`config.mk`:
```
export PLATFORM = sky130hd
export DESIGN_NAME = qspi_sram_target
export DESIGN_NICKNAME = d
export VERILOG_FILES = /design/src/rtl/qspi_sram_target_pkg.sv /design/src/rtl/qspi_sram_target_sync.sv /design/src/rtl/qspi_sram_target.sv
export SDC_FILE = /design/constraint.sdc
export NUM_CORES = 1
export LEC_CHECK = 0
export BUFFER_PORTS_ARGS = -buffer_cell sky130_fd_sc_hd__buf_2
export CAP_MARGIN = 30
export CORE_UTILIZATION = 57
export CTS_CLUSTER_SIZE = 24
export DETAILED_ROUTE_END_ITERATION = 6
export PLACE_DENSITY = 0.87
export SLEW_MARGIN = 20
export SYNTH_ARGS = -nofsm -noshare
export SYNTH_HDL_FRONTEND = slang
export SYNTH_SLANG_ARGS = --single-unit
```
`constraint.sdc`:
```
create_clock -name clock -period 2.4 [get_ports clock]
set_input_delay 0.36 -clock clock [delete_from_list [all_inputs] [get_ports clock]]
set_output_delay 0.36 -clock clock [all_outputs]
set_load 0.1 [all_outputs]
```
`src/rtl/qspi_sram_target_pkg.sv`:
```
// -----------------------------------------------------------------------------
// qspi_sram_target_pkg
// Shared types and constants for the QSPI SRAM target.
//   qspi_target_state_e : transaction state machine encoding
//   qspi_op_e           : decoded transaction type from the command byte
//   qspi_oe_sel_e       : IO output-enable patterns
//   CMD_QUAD_READ/WRITE : supported command opcodes
//   cmd_to_op()         : command byte -> qspi_op_e
// -----------------------------------------------------------------------------
package qspi_sram_target_pkg;

  typedef enum logic [2:0] {
    IDLE   = 3'd0,
    CMD    = 3'd1,
    ADDR   = 3'd2,
    DUMMY  = 3'd3,
    RDATA  = 3'd4,
    WDATA  = 3'd5,
    IGNORE = 3'd6
  } qspi_target_state_e;

  typedef enum logic [1:0] {
    OP_NONE  = 2'd0,
    OP_READ  = 2'd1,
    OP_WRITE = 2'd2
  } qspi_op_e;

  typedef enum logic [3:0] {
    OE_RELEASE = 4'h0,
    OE_QUAD    = 4'hF
  } qspi_oe_sel_e;

  localparam logic [7:0] CMD_QUAD_READ  = 8'hEB;
  localparam logic [7:0] CMD_QUAD_WRITE = 8'h38;

  // Unsupported opcodes decode to OP_NONE, which sends the FSM to IGNORE.
  function automatic qspi_op_e cmd_to_op(input logic [7:0] cmd);
    case (cmd)
      CMD_QUAD_READ:  return OP_READ;
      CMD_QUAD_WRITE: return OP_WRITE;
      default:        return OP_NONE;
    endcase
  endfunction

endpackage

```
`src/rtl/qspi_sram_target_sync.sv`:
```
// -----------------------------------------------------------------------------
// qspi_sync
// Two-flop synchronizer bringing an asynchronous bus into the clock domain.
// Ports:
//   clock  : destination clock
//   reset  : asynchronous active-low reset, loads RESET_VALUE into both flops
//   raw    : asynchronous input
//   synced : synchronized output (two clocks of latency)
// -----------------------------------------------------------------------------
module qspi_sync
  import qspi_sram_target_pkg::*;
#(
  parameter int               WIDTH       = 1,
  parameter logic [WIDTH-1:0] RESET_VALUE = '0
) (
  input  logic             clock,
  input  logic             reset,
  input  logic [WIDTH-1:0] raw,
  output logic [WIDTH-1:0] synced
);

  logic [WIDTH-1:0] meta;

  always_ff @(posedge clock or negedge reset) begin
    if (!reset) begin
      meta   <= RESET_VALUE;
      synced <= RESET_VALUE;
    end else begin
      meta   <= raw;
      synced <= meta;
    end
  end

endmodule

```
`src/rtl/qspi_sram_target.sv`:
```
// -----------------------------------------------------------------------------
// qspi_sram_target
// QSPI (mode 0, quad IO) target bridging 0xEB quad-read and 0x38 quad-write
// transactions onto a simple synchronous byte-wide backing store.
// Ports:
//   clock, reset        : system clock (>= 4x SCK), async active-low reset
//   spi_clk_in          : SCK from the initiator
//   spi_select          : chip select, active-low
//   spi_data_in         : IO[3:0] from the initiator
//   spi_data_out/_oe    : IO[3:0] driven back, per-IO enable (1 = drive)
//   mem_addr/mem_wdata  : backing-store byte address / write byte
//   mem_we / mem_re     : one-cycle write / read strobes
//   mem_rdata           : read byte, valid the clock after mem_re
//   busy                : high while a transaction is selected
// -----------------------------------------------------------------------------
module qspi_sram_target
  import qspi_sram_target_pkg::*;
#(
  parameter int DATA_BUS_WIDTH = 8,
  parameter int ADDRESS_WIDTH  = 16,
  parameter int DUMMY_CYCLES   = 4
) (
  input  logic                      clock,
  input  logic                      reset,
  input  logic                      spi_clk_in,
  input  logic                      spi_select,
  input  logic [3:0]                spi_data_in,
  output logic [3:0]                spi_data_out,
  output logic [3:0]                spi_data_oe,
  output logic [ADDRESS_WIDTH-1:0]  mem_addr,
  output logic [DATA_BUS_WIDTH-1:0] mem_wdata,
  output logic                      mem_we,
  output logic                      mem_re,
  input  logic [DATA_BUS_WIDTH-1:0] mem_rdata,
  output logic                      busy
);

  localparam int CNT_W = 8;
  localparam logic [CNT_W-1:0] ADDR_LAST  = CNT_W'(ADDRESS_WIDTH / 4 - 1);
  localparam logic [CNT_W-1:0] DUMMY_LAST = CNT_W'(DUMMY_CYCLES - 1);
  localparam logic [CNT_W-1:0] DATA_LAST  = CNT_W'(DATA_BUS_WIDTH / 4 - 1);

  logic       sck_s, sel_s;
  logic [3:0] data_s;
  logic       sck_d, sel_d;
  logic [1:0] prime_cnt;
  logic       primed;
  logic       sck_rise, sck_fall, sel_rise, sel_fall;

  qspi_target_state_e state, state_next;
  qspi_op_e           op, op_next;
  logic [CNT_W-1:0]   cnt;
  logic [3:0]         cmd_hi;
  logic [DATA_BUS_WIDTH-1:0] rd_shift;
  logic [DATA_BUS_WIDTH-1:0] out_shift;
  logic               fetch_pending, cap_pending;

  logic cnt_clr, cnt_inc, shift_cmd, shift_addr, shift_wr;
  logic emit_write, fetch_req, drive_first, drive_next, abort;

  qspi_sync #(.WIDTH(1), .RESET_VALUE(1'b0)) u_sync_sck (
    .clock(clock), .reset(reset), .raw(spi_clk_in), .synced(sck_s)
  );

  qspi_sync #(.WIDTH(1), .RESET_VALUE(1'b1)) u_sync_sel (
    .clock(clock), .reset(reset), .raw(spi_select), .synced(sel_s)
  );

  qspi_sync #(.WIDTH(4), .RESET_VALUE(4'h0)) u_sync_data (
    .clock(clock), .reset(reset), .raw(spi_data_in), .synced(data_s)
  );

  // The select synchronizer comes out of reset reading "deselected". If the
  // real select is already low at release, that reset value would look like a
  // falling edge, so select edges are ignored until the pipeline has flushed.
  assign primed   = (prime_cnt == 2'd3);
  assign sck_rise =  sck_s & ~sck_d;
  assign sck_fall = ~sck_s &  sck_d;
  assign sel_rise =  sel_s & ~sel_d & primed;
  assign sel_fall = ~sel_s &  sel_d & primed;

  assign busy        = (state != IDLE);
  assign spi_data_oe = (state == RDATA) ? OE_QUAD : OE_RELEASE;

  always_ff @(posedge clock or negedge reset) begin
    if (!reset) begin
      state <= IDLE;
    end else begin
      state <= state_next;
    end
  end

  // Next-state logic. A deselect outranks everything so no strobe can be
  // requested in the cycle the transaction is being torn down.
  always_comb begin
    state_next  = state;
    op_next     = op;
    cnt_clr     = 1'b0;
    cnt_inc     = 1'b0;
    shift_cmd   = 1'b0;
    shift_addr  = 1'b0;
    shift_wr    = 1'b0;
    emit_write  = 1'b0;
    fetch_req   = 1'b0;
    drive_first = 1'b0;
    drive_next  = 1'b0;
    abort       = 1'b0;

    if (state != IDLE && sel_rise) begin
      state_next = IDLE;
      cnt_clr    = 1'b1;
      abort      = 1'b1;
    end else begin
      case (state)
        IDLE: begin
          if (sel_fall) begin
            state_next = CMD;
            cnt_clr    = 1'b1;
          end
        end

        CMD: begin
          if (sck_rise) begin
            if (cnt == '0) begin
              shift_cmd = 1'b1;
              cnt_inc   = 1'b1;
            end else begin
              cnt_clr = 1'b1;
              op_next = cmd_to_op({cmd_hi, data_s});
              case (cmd_to_op({cmd_hi, data_s}))
                OP_READ, OP_WRITE: state_next = ADDR;
                default:           state_next = IGNORE;
              endcase
            end
          end
        end

        ADDR: begin
          if (sck_rise) begin
            shift_addr = 1'b1;
            if (cnt == ADDR_LAST) begin
              cnt_clr = 1'b1;
              if (op == OP_READ) begin
                state_next = DUMMY;
                fetch_req  = 1'b1;
              end else begin
                state_next = WDATA;
              end
            end else begin
              cnt_inc = 1'b1;
            end
          end
        end

        DUMMY: begin
          if (sck_rise) begin
            if (cnt == DUMMY_LAST) begin
              cnt_clr    = 1'b1;
              state_next = RDATA;
            end else begin
              cnt_inc = 1'b1;
            end
          end
        end

        // The first nibble of each byte launches the prefetch of the next
        // one, giving the memory a full byte time before it is needed.
        RDATA: begin
          if (sck_fall) begin
            if (cnt == '0) begin
              drive_first = 1'b1;
              fetch_req   = 1'b1;
            end else begin
              drive_next = 1'b1;
            end
            if (cnt == DATA_LAST) begin
              cnt_clr = 1'b1;
            end else begin
              cnt_inc = 1'b1;
            end
          end
        end

        WDATA: begin
          if (sck_rise) begin
            shift_wr = 1'b1;
            if (cnt == DATA_LAST) begin
              emit_write = 1'b1;
              cnt_clr    = 1'b1;
            end else begin
              cnt_inc = 1'b1;
            end
          end
        end

        IGNORE: begin
        end

        default: begin
          state_next = IDLE;
        end
      endcase
    end
  end

  // Datapath. Address and write data are assembled directly in the output
  // registers: nothing reads them while the nibbles are arriving, and the
  // write strobe lands well before the next nibble can shift in.
  always_ff @(posedge clock or negedge reset) begin
    if (!reset) begin
      sck_d         <= 1'b0;
      sel_d         <= 1'b1;
      prime_cnt     <= 2'd0;
      op            <= OP_NONE;
      cnt           <= '0;
      cmd_hi        <= 4'h0;
      mem_addr      <= '0;
      mem_wdata     <= '0;
      mem_we        <= 1'b0;
      mem_re        <= 1'b0;
      fetch_pending <= 1'b0;
      cap_pending   <= 1'b0;
      rd_shift      <= '0;
      out_shift     <= '0;
      spi_data_out  <= 4'h0;
    end else begin
      sck_d <= sck_s;
      sel_d <= sel_s;
      if (!primed) begin
        prime_cnt <= prime_cnt + 2'd1;
      end

      op <= op_next;

      if (cnt_clr) begin
        cnt <= '0;
      end else if (cnt_inc) begin
        cnt <= cnt + 1'b1;
      end

      if (shift_cmd) begin
        cmd_hi <= data_s;
      end

      // Increment after a write has been presented, or as soon as a read
      // byte starts shifting out so the prefetch targets the next byte.
      if (shift_addr) begin
        mem_addr <= {mem_addr[ADDRESS_WIDTH-5:0], data_s};
      end else if (mem_we || drive_first) begin
        mem_addr <= mem_addr + 1'b1;
      end

      if (shift_wr) begin
        mem_wdata <= {mem_wdata[DATA_BUS_WIDTH-5:0], data_s};
      end

      mem_we <= emit_write;

      // Read pipeline: request -> mem_re -> memory registers -> capture.
      if (abort) begin
        fetch_pending <= 1'b0;
        cap_pending   <= 1'b0;
        mem_re        <= 1'b0;
        spi_data_out  <= 4'h0;
      end else begin
        fetch_pending <= fetch_req;
        mem_re        <= fetch_pending;
        cap_pending   <= mem_re;
        if (cap_pending) begin
          rd_shift <= mem_rdata;
        end
        if (drive_first) begin
          spi_data_out <= rd_shift[DATA_BUS_WIDTH-1 -: 4];
          out_shift    <= {rd_shift[DATA_BUS_WIDTH-5:0], 4'h0};
        end else if (drive_next) begin
          spi_data_out <= out_shift[DATA_BUS_WIDTH-1 -: 4];
          out_shift    <= {out_shift[DATA_BUS_WIDTH-5:0], 4'h0};
        end
      end
    end
  end

endmodule
```
==> results of run 1 <==
## logic make-up (layout without fill, tap and decap cells)
group                    Yosys count  in the layout  share of synthesized area [%]
adder cells (fa/ha/maj)            6              6                           2.10
buffers and inverters             19             86                           2.45
flip-flops                        77             77                           54.0
XOR/XNOR                          23             23                           5.63
AND/OR/NAND/NOR                  116            116                           17.7
AO/OA/AOI/OAI                     45             45                           8.61
multiplexers                      31             31                           9.52
## sequential cells by signal, indices dropped and copies added (netlist names), 2 cells and up
| name | cells |
|---|---|
| mem_addr | 16 |
| cnt | 8 |
| mem_wdata | 8 |
| rd_shift | 8 |
| cmd_hi | 4 |
| out_shift | 4 |
| spi_data_out | 4 |
| u_sync_data.meta | 4 |
| u_sync_data.synced | 4 |
| state | 3 |
| op | 2 |
| prime_cnt | 2 |
## metrics by stage
stage / std cells / hold WS (ps) / TNS, ps / cell area (um^2)
2_1_floorplan: 317 / 64.4 / -1060 / 3610
3_3_place_gp: 441 / 332 / 0 / 3980
3_5_place_dp: 441 / 335 / 0 / 3980
4_1_cts: 457 / 14.7 / 0 / 4190
5_1_grt: 459 / 39.3 / -113 / 4200
6_report: 459 / -4.46 / 0 / 4200
## worst max-delay path: stages, from the launching register on
cell and delay [ps]:
dfrtp_1 420, or4b_2 670, or3_1 360, ha_1 310, a21oi_1 160, a21oi_1 90, a311oi_1 260
## final timing paths
path | slack, ps | end | depth (start not counted) | startpoint
max in group asynchronous | 2050 | sel_d$_DFF_PN1_ | 2 | reset
worst max-delay path | 10 | state[2]$_DFFE_PN0P_ | 6 | u_sync_data.synced[1]$_DFF_PN0_
worst min register to register | 350 | u_sync_sck.synced$_DFF_PN0_ | 0 | u_sync_sck.meta$_DFF_PN0_
worst min-delay path | -4 | mem_addr[0]$_DFFE_PN0P_ | 2 | reset
worst max register to register | 10 | state[2]$_DFFE_PN0P_ | 6 | u_sync_data.synced[1]$_DFF_PN0_
min in group clock | 90 | u_sync_data.meta[1]$_DFF_PN0_ | 1 | spi_data_in[1]
## routing by layer
layer / routed length [um] / global-route usage [%] / vias up
met5: 0 / 0 / -
met4: 123 / 9.82 / 0
met3: 346 / 6.40 / 11
met2: 3530 / 34.0 / 71
met1: 3030 / 30.0 / 1216
li1: - / - / 1232
## final cells by class
type / count / share of cell area, %
sequential: 77 / 45.9
multi-input combinational: 221 / 37.8
timing repair buffer: 62 / 8.45
clock buffer: 9 / 2.95
tap: 75 / 2.23
clock inverter: 7 / 1.94
inverter: 8 / 0.714
## cell usage in the layout (no fill, tap or decap), drive strengths merged, types with 2 or more instances in the layout
cell and n:
dfstp 3, a31oi 3, nor2b 4, mux2 24, buf 62, nor2 33
clkbuf 9, xor2 12, a21oi 21, ha 6, dfrtp 74, a211oi 2
mux2i 7, clkinv 3, nor3b 6, nand3 15, nor3 4, o21ai 10
nand2b 3, nand3b 2, inv 10, and2 2, nand2 24, nand4 6
and3 4, xnor2 11, or3 3, nor4 5
## repair_timing
item | 4_1_cts | 5_1_grt
hold endpoints to repair | 0 | 0
setup endpoints to repair | 0 | 1
buffers inserted | 0 | 2
==> summary.txt, run 1 <==
Run status
  • Outcome: finished, violations left
  • Violated checks: hold timing

Placed design
  • Setup WS pre-CTS: between 150 and 200 ps
  • Routability congestion estimate from global placement: approximately 0.84
  • DP Wirelength: 4730 um
  • Port buffer count: 50

Critical path
  • Category of the most critical setup path: reg2reg
  • Kind of end point of the critical path: register
  • Crit path arrival time: approximately 2600 ps
  • Required arrival time at the worst endpoint: approximately 2700 ps
  • Type of element launching the critical path: register
  • Maximum net fanout on the critical path: 3

STA
  • Fin worst setup slack: approximately 13 ps
  • Final Hold Slack: -4.46 ps
  • Number of setup violations in the final report: 0
  • Highest clock frequency the design can meet: between 400 and 500 MHz
  • Clk_skew: ~18 ps
  • Max Transition Viols Final: 0
  • Slew Limit Headroom: approximately two thirds
  • Transition time of the tightest slew-check pin: approximately 520 ps
  • Final worst path period need: roughly 2400 ps
  • Count of final hold-check violations: 1
  • Final cycle utilization of the critical path: 99.5%

Yosys
  • Flip-flop and latch count after synthesis: between 70 and 80
  • Mapped Avg Cell Area: ~11 um^2
  • Top area cells in the synthesized netlist: dfrtp_1 (52%), mux2_2 (7.6%), nor2_1 (3.5%), a21oi_1 (2.9%), xor2_1 (2.9%)
  • Dominant synthesized flop cell: dfrtp_1
  • Cell area after synthesis: about 3600 um^2
  • YS warnings: 0
  • Fraction of synthesized cell area taken by the top area cell type: approximately 52%
  • Number of cells produced by synthesis: approximately 320
  • Most common library cells after synthesis: dfrtp_1 (74), nor2_1 (33), mux2_2 (24)
  • Sequential element share of the synthesized area: between 50% and 60%
  • Yosys top cell by area: dfrtp_1
  • Count of flip-flops with a built-in enable after synthesis: 0
  • Synth async-reset ratio: between 90% and 100%
  • Distinct cells, synth: 52
  • Top-count cell post-synth: dfrtp_1
  • Number of nets in the synthesized netlist: 339

Clocking
  • Number of buffers between clock root and the deepest sink: 2
  • Post-CTS clock slew at the launch and capture registers of the worst setup and hold paths: 90 ps
  • Clock sink count: between 70 and 80
  • Clock latency of the later-clocked register in the worst-skew pair: 370 ps
  • TritonCTS Buffers: 9
  • Clock tree from TritonCTS: done
  • Deepest level of the CTS H-tree: 3
  • Post-CTS sizing: 0
  • Hold buffers post-CTS: 0
  • Root buffer cell: clkbuf_8

Global routing
  • Pin count of the biggest net entering global routing: between 70 and 80
  • Gr ovfl total: 0
  • Global Route Usage Sum: between 20 and 25%
  • Antenna violations before repair: 0
  • First-pass GRT wire length: ~11,000 um
  • Number of global-route vias before repair: 2,408

Finish
  • ANT cells: 0
  • End-of-flow core utilization: a little over two thirds
  • Area overhead of the layout relative to synthesis: 17.5%
  • Footprint of the multi-input gates: 1590 um^2
  • Share of final-layout standard cells stronger than drive strength 1: 31.8%
  • Reg area: around 1900 um^2
  • Final net count: 401
  • Filler instances: 398

Job
  • Max Cap Viol: 0

Route
  • Number of iterations in the first detailed-routing pass: 4
  • Drt via density: around 5.5
  • Number of violations reported at the end of detailed-routing iteration 0: 213
  • Routed Antenna Nets: 0
  • Final Routed Wirelength: 7020 um
  • Drt drc: 0
  • Via count of the routed design: approximately 2,500
  • Drt wl/cell: ~15 um

Die
  • Core Region: 5990 um^2
  • Row Count: 28
  • Die area: roughly 6600 um^2
  • Starting Density: 59.7%
  • Die height: roughly 81 um
  • Count of pins on the block boundary: 51
  • Horiz. Die Dim: around 81 um

Hold path
  • Classification of the worst-slack hold path: in2async
Power of run 1 is left out: the tool's default activity adds up to more than one toggle a clock period on the data nets, which glitch-free logic cannot reach.
==> run 2, diff against run 1 <==
--- a/config.mk
+++ b/config.mk
@@ -9,6 +9,6 @@
 export CAP_MARGIN = 30
-export CORE_UTILIZATION = 57
+export CORE_UTILIZATION = 30
 export CTS_CLUSTER_SIZE = 24
 export DETAILED_ROUTE_END_ITERATION = 6
-export PLACE_DENSITY = 0.87
+export PLACE_DENSITY_LB_ADDON = 0.12
 export SLEW_MARGIN = 20
==> constraint.sdc (replaced) <==
create_clock -name clock -period 2.4 [get_ports clock]
set_input_delay 0 -clock clock [delete_from_list [all_inputs] [get_ports clock]]
set_output_delay 0 -clock clock [all_outputs]
set_load 0.1 [all_outputs]
==> summary.txt, run 2 (same netlist as run 1, synthesis figures left out) <==
Run status
  • Outcome: finished, violations left
  • Violated checks: DRC

STA
  • Transition time of the tightest slew-check pin: 568 ps (+43.1 ps)
  • Final worst path period need: 2200 ps (-186 ps)
  • Final Hold Slack: 220 ps (+225 ps)
  • Highest clock frequency the design can meet: 454 MHz (+8.5%)
  • Clk_skew: 6.32 ps (-11.9 ps)
  • Final cycle utilization of the critical path: 91.7% (-7.8 points)
  • Count of final hold-check violations: 0 (-1)
  • Slew Limit Headroom: 62.0% (-3.0 points)
  • Max Transition Viols Final: 0 (unchanged)
  • Unrepaired setup endpoints after global routing: no
  • Number of setup violations in the final report: 0 (unchanged)

Placed design
  • Port buffer count: 50 (unchanged)
  • DP Wirelength: 5300 um (+12%)
  • Dpl cell area: 4100 um^2 (+2.9%)
  • Routability congestion estimate from global placement: 0.758 (-9.4%)

Finish
  • Share of final-layout standard cells stronger than drive strength 1: 31.7% (-0.10 points)
  • Flip-flop count of the largest register, all copies and words added: 16 (unchanged)
  • Register with the most flip-flops: mem_addr
  • Final net count: 419 (+4.5%)
  • Area overhead of the layout relative to synthesis: 29.6%
  • Most frequent cells in the layout: dfrtp_1 (74), buf_2 (49), nor2_1 (33), mux2_2 (24), nand2_1 (23)
  • ANT cells: 0 (unchanged)
  • Final non-filler cell area: 4640 um^2 (+10%)
  • Leading cell type in the layout, fill and taps excluded: dfrtp_1

Critical path
  • Required arrival time at the worst endpoint: 2640 ps (about the same)
  • Category of the most critical setup path: reg2reg
  • Number of buffer and inverter instances along the worst setup path: 0 (unchanged)
  • Library cell contributing the largest single delay on the critical path: or4b_2
  • Register-to-register setup slack: 200 ps (+190 ps)
  • Type of element launching the critical path: register
  • Crit path arrival time: 2440 ps (-200 ps)
  • Maximum single-stage delay on the critical path: 660 ps (about the same)
  • Maximum net fanout on the critical path: 2 (-1)
  • Critical Path, Cell by Cell: or4b_2 -> or3_4 -> ha_4 -> a21oi_2 -> a21oi_1 -> a311oi_1
  • Kind of end point of the critical path: register
  • Cell family contributing the most delay on the critical path: simple AND/OR/NAND/NOR gates

Global routing
  • Global Route Usage Sum: 13.9% (-8.5 points)
  • Gr ovfl total: 0 (unchanged)
  • Pin count of the biggest net entering global routing: 78 (unchanged)
  • Antenna violations before repair: 0 (unchanged)
  • First-pass GRT wire length: 13,300 um (+22%)
  • Number of global-route vias before repair: 2,631 (+9.3%)

Power
  • Combinational fraction of design power: ~46%
  • Internal power component: about 3500 uW
  • Sw Pwr: 3290 uW
  • Clock network fraction of design power: between 20% and 30%
  • Part of the power in registers: ~30%
  • Peak supply drop: ~530 uV
  • Power density cells: 1470 nW/um^2
  • Fraction of power spent switching nets: approximately half
  • Lkg Pwr: roughly 0.0021 uW

Clocking
  • Clock latency of the later-clocked register in the worst-skew pair: 340 ps (-30 ps)
  • Clock sink count: 77 (unchanged)
  • Post-CTS clock slew at the launch and capture registers of the worst setup and hold paths: 60 ps (-30 ps)
  • Clock tree from TritonCTS: done
  • Deepest level of the CTS H-tree: 3 (unchanged)
  • Number of buffers between clock root and the deepest sink: 2 (unchanged)
  • TritonCTS Buffers: 9 (unchanged)
  • Root buffer cell: clkbuf_16

Route
  • Number of iterations in the first detailed-routing pass: 6 (+2)
  • Drt wl/cell: 14.4 um (-5.6%)
  • Number of violations reported at the end of detailed-routing iteration 0: 164 (-23%)
  • Drt via density: 4.78 (-13%)
  • Routed Antenna Nets: 0 (unchanged)
  • Final Routed Wirelength: 7860 um (+12%)
  • Drt drc: 8 (+8)
  • Via count of the routed design: 2,598 (+2.7%)

Die
  • Die area: 12,400 um^2 (+87%)
  • Horiz. Die Dim: 111 um (+37%)
  • Core Region: 11,500 um^2 (+92%)
  • Count of pins on the block boundary: 51 (unchanged)
  • Die height: 111 um (+37%)
  • Starting Density: 31.1% (-29 points)
  • Row Count: 39 (+39%)

Hold path
  • Classification of the worst-slack hold path: in2async

Job
  • Max Cap Viol: 0 (unchanged)
## run 2: changes by cell type in the layout (fill, tap and decap cells not counted), moves of 3 or more
cell	before	now
clkbuf_8	9	0
dlygate4sd3_1	0	15
buf_4	12	15
bufinv_16	1	4
clkinv_4	3	0
clkbuf_16	0	9
## run 2: tightest hold or removal path, stage by stage
cell and delay (ps):
dlygate4sd3_1 530, buf_4 120, buf_12 320
## run 2: layout make-up
| cell class | count | area (um^2) |
|---|---|---|
| clock buffer | 9 | 225 |
| clock inverter | 6 | 134 |
| fill | 1150 | 6880 |
| inverter | 8 | 30.0 |
| multi-input combinational | 221 | 1610 |
| sequential | 77 | 1930 |
| tap | 143 | 179 |
| timing repair buffer | 80 | 528 |
## run 2: stage by stage
stage / utilization [%] / setup WS (ps) / instances / power, uW / setup TNS, ps
after floorplan: - / -198 / 317 / 4580 / -1060
after CTS: 40.0 / 158 / 543 / 6870 / 0
final: 40.3 / 199 / 544 / 6800 / 0
after global placement: 35.6 / 217 / 513 / 5150 / 0
after global routing: 40.3 / 39.0 / 544 / 7140 / 0
after detailed placement: 35.6 / 173 / 513 / 5160 / 0
## run 2: final timing paths
kind	end	cells past startpoint	start
min in group clock	u_sync_data.meta[2]$_DFF_PN0_	2	spi_data_in[2]
max in group asynchronous	cnt[6]$_DFFE_PN0P_	3	reset
setup reg to reg	state[2]$_DFFE_PN0P_	6	u_sync_data.synced[1]$_DFF_PN0_
hold reg to reg	u_sync_data.synced[2]$_DFF_PN0_	0	u_sync_data.meta[2]$_DFF_PN0_
hold / removal	u_sync_sck.meta$_DFF_PN0_	3	reset
setup / recovery	state[2]$_DFFE_PN0P_	6	u_sync_data.synced[1]$_DFF_PN0_
## run 2: repair_timing
item                       CTS  global route
hold endpoints to repair    88             0
gates resized for setup      0             3
setup buffers                0             1
setup endpoints to repair    0             2
hold buffers                15             0
## run 2: layer usage
layer / track usage [%] / wire (um)
met1: 18.5 / 3860
met2: 21.1 / 3540
met3: 3.17 / 287
met4: 7.03 / 174
met5: 0 / 0
## run 2: power groups by stage
stage | clock network [uW] | logic, uW | registers (uW)
2_1_floorplan | 0 | 1320 | 3260
3_3_place_gp | 0 | 3100 | 2050
3_5_place_dp | 0 | 3110 | 2050
4_1_cts | 1690 | 3140 | 2030
5_1_grt | 1750 | 3300 | 2090
6_report | 1650 | 3130 | 2020
Power figures use the tool's default switching activity.
==> run 3, diff against run 2 <==
CTS_CLUSTER_SIZE = not set   (was 24)
GPL_TIMING_DRIVEN = 0   (was not set)
PLACE_DENSITY = 0.52   (was not set)
PLACE_DENSITY_LB_ADDON = not set   (was 0.12)
==> summary.txt, run 3 (same netlist as run 1, synthesis figures left out) <==
Run status
  • Outcome: finished, violations left
  • Violated checks: DRC

Die
  • Die area: 12,400 um^2 (unchanged)
  • Starting Density: 31.1% (unchanged)
  • Count of pins on the block boundary: 51 (unchanged)
  • Core Region: 11,500 um^2 (unchanged)
  • Row Count: 39 (unchanged)
  • Horiz. Die Dim: 111 um (unchanged)
  • Die height: 111 um (unchanged)

Route
  • Routed Antenna Nets: 0 (unchanged)
  • Drt drc: 8 (unchanged)
  • Number of iterations in the first detailed-routing pass: 6 (unchanged)
  • Via count of the routed design: 2,657 (+2.3%)
  • Drt via density: 4.91 (+2.8%)
  • Drt wl/cell: 13.9 um (-4.0%)
  • Number of violations reported at the end of detailed-routing iteration 0: 90 (-45%)
  • Final Routed Wirelength: 7500 um (-4.5%)

Hold path
  • Classification of the worst-slack hold path: in2async

Finish
  • Layout Cells excl Fill: 541 (-0.55%)
  • Leading cell type in the layout, fill and taps excluded: dfrtp_1
  • Final non-filler cell area: 4520 um^2 (-2.5%)
  • Final net count: 416 (-0.72%)
  • Share of final-layout standard cells stronger than drive strength 1: 30.4% (-1.3 points)
  • Most frequent cells in the layout: dfrtp_1 (74), buf_2 (53), nor2_1 (32), mux2_2 (24), nand2_1 (23)
  • Area overhead of the layout relative to synthesis: 26.5%
  • Flip-flop count of the largest register, all copies and words added: 16 (unchanged)
  • ANT cells: 0 (unchanged)
  • Register with the most flip-flops: mem_addr

STA
  • Number of setup violations in the final report: 0 (unchanged)
  • Final cycle utilization of the critical path: 95.1% (+3.4 points)
  • Slew Limit Headroom: 48.4% (-14 points)
  • Final worst path period need: 2280 ps (+81.0 ps)
  • Count of final hold-check violations: 0 (unchanged)
  • Max Transition Viols Final: 0 (unchanged)
  • Unrepaired setup endpoints after global routing: no
  • Final Hold Slack: 133 ps (-87.3 ps)
  • Clk_skew: 5.00 ps (-1.32 ps)
  • Transition time of the tightest slew-check pin: 774 ps (+206 ps)
  • Fin worst setup slack: 118 ps (-81.0 ps)
  • Highest clock frequency the design can meet: 438 MHz (-3.6%)

Global routing
  • First-pass GRT wire length: 13,200 um (-1.2%)
  • Pin count of the biggest net entering global routing: 52 (-33%)
  • Gr ovfl total: 0 (unchanged)
  • Antenna violations before repair: 0 (unchanged)
  • Number of global-route vias before repair: 2,667 (+1.4%)
  • Global Route Usage Sum: 13.4% (-0.52 points)

Power
  • Peak supply drop: 623 uV (+17%)
  • Fraction of power spent switching nets: 50.3% (+1.9 points)
  • Combinational fraction of design power: 48.6% (+2.6 points)
  • Clock network fraction of design power: 20.5% (-3.8 points)
  • Internal power component: 3210 uW (-8.7%)
  • Lkg Pwr: 0.00207 uW (-2.3%)
  • Overall Power: 6450 uW (-5.2%)
  • Sw Pwr: 3240 uW (-1.5%)
  • Part of the power in registers: 30.9% (+1.2 points)
  • Power density cells: 1430 nW/um^2 (-2.8%)

Placed design
  • Dpl cell area: 4070 um^2 (-0.79%)
  • Port buffer count: 50 (unchanged)
  • Cell Count Post-Placement: 511 (-0.39%)
  • Routability congestion estimate from global placement: 0.789 (+4.1%)
  • Setup WS pre-CTS: -75.1 ps (-248 ps)
  • DP Wirelength: 5280 um (-0.33%)

Critical path
  • Maximum net fanout on the critical path: 5 (+3)
  • Critical register-to-register path endpoint: state[2]$_DFFE_PN0P_
  • Maximum single-stage delay on the critical path: 680 ps (+20 ps)
  • Worst reg2reg path depth: 6 (unchanged)
  • Register-to-register setup slack: 120 ps (-80 ps)
  • Origin of the critical flop-to-flop path: u_sync_data.synced[1]$_DFF_PN0_
  • Cell family contributing the most delay on the critical path: simple AND/OR/NAND/NOR gates
  • Crit path arrival time: 2510 ps (+70 ps)
  • Critical Path, Cell by Cell: or4b_2 -> or3_4 -> ha_1 -> a21oi_1 -> a21oi_1 -> a311oi_1
  • Most frequent cell on the critical path: a21oi_1
  • Required arrival time at the worst endpoint: 2630 ps (about the same)
  • Category of the most critical setup path: reg2reg
  • Library cell contributing the largest single delay on the critical path: or4b_2
  • Type of element launching the critical path: register
  • Kind of end point of the critical path: register
  • Number of buffer and inverter instances along the worst setup path: 0 (unchanged)

Clocking
  • Number of buffers between clock root and the deepest sink: 2 (unchanged)
  • Post-CTS clock slew at the launch and capture registers of the worst setup and hold paths: 60 ps (about the same)
  • Setup Fix Bufs, Post-CTS: 0 (unchanged)
  • Clock sink count: 77 (unchanged)
  • TritonCTS Buffers: 9 (unchanged)
  • Clock tree from TritonCTS: done
  • Root buffer cell: clkbuf_16
  • Clock latency of the later-clocked register in the worst-skew pair: 330 ps (about the same)
  • Deepest level of the CTS H-tree: 3 (unchanged)

Job
  • Max Cap Viol: 0 (unchanged)
## run 3: repair_timing
action	in CTS	in global routing
gates resized for setup	1	6
hold buffers	15	0
pin swaps	0	1
endpoints found under the hold margin	91	0
endpoints found under the setup margin	5	18
gates cloned	0	0
## run 3: layer usage
metal	track usage (%)	part of all wire [%]	up-vias
met4	5.86	2.0	0
met1	16.8	48	1300
met2	21.6	46	67
li1	-	-	1279
met3	3.44	4.3	11
met5	0	0	-
## run 3: final cells by class
type,instances,area (um^2)
well taps,143,179
inverters,8,30.0
clock buffers,11,243
flip-flops and latches,77,1930
repair buffers,66,430
plain buffers,11,60.1
multi-input cells,221,1600
fillers,1168,6990
clock inverters,4,48.8
## run 3: how the worst max path moves through the flow
stage                                          startpoint                       end  slack [ps]  cells after the start
after CTS                        prime_cnt[0]$_DFFE_PN0P_  mem_addr[10]$_DFFE_PN0P_          50                      8
after global routing             prime_cnt[0]$_DFFE_PN0P_   mem_addr[5]$_DFFE_PN0P_           2                      7
after global placement                 cnt[0]$_DFFE_PN0P_     cmd_hi[0]$_DFFE_PN0P_         -50                      6
after floorplan                      state[1]$_DFFE_PN0P_   mem_addr[5]$_DFFE_PN0P_        -200                      6
final                     u_sync_data.synced[1]$_DFF_PN0_      state[2]$_DFFE_PN0P_         120                      6
after detailed placement               cnt[0]$_DFFE_PN0P_     cmd_hi[0]$_DFFE_PN0P_         -80                      6
## run 3: power by group through the flow
stage	Sequential [uW]	Combinational (uW)	Clock, uW
after floorplan	3260	1320	0
after global placement	2000	3110	0
after detailed placement	2020	3120	0
after CTS	2000	3160	1360
after global routing	2040	3310	1430
final	1990	3140	1320
## run 3: through the flow
step / util (%) / setup TNS [ps]
after CTS: 39.2 / 0
final: 39.3 / 0
after floorplan: - / -1060
after global placement: 35.0 / -236
after global routing: 39.3 / 0
after detailed placement: 35.3 / -342
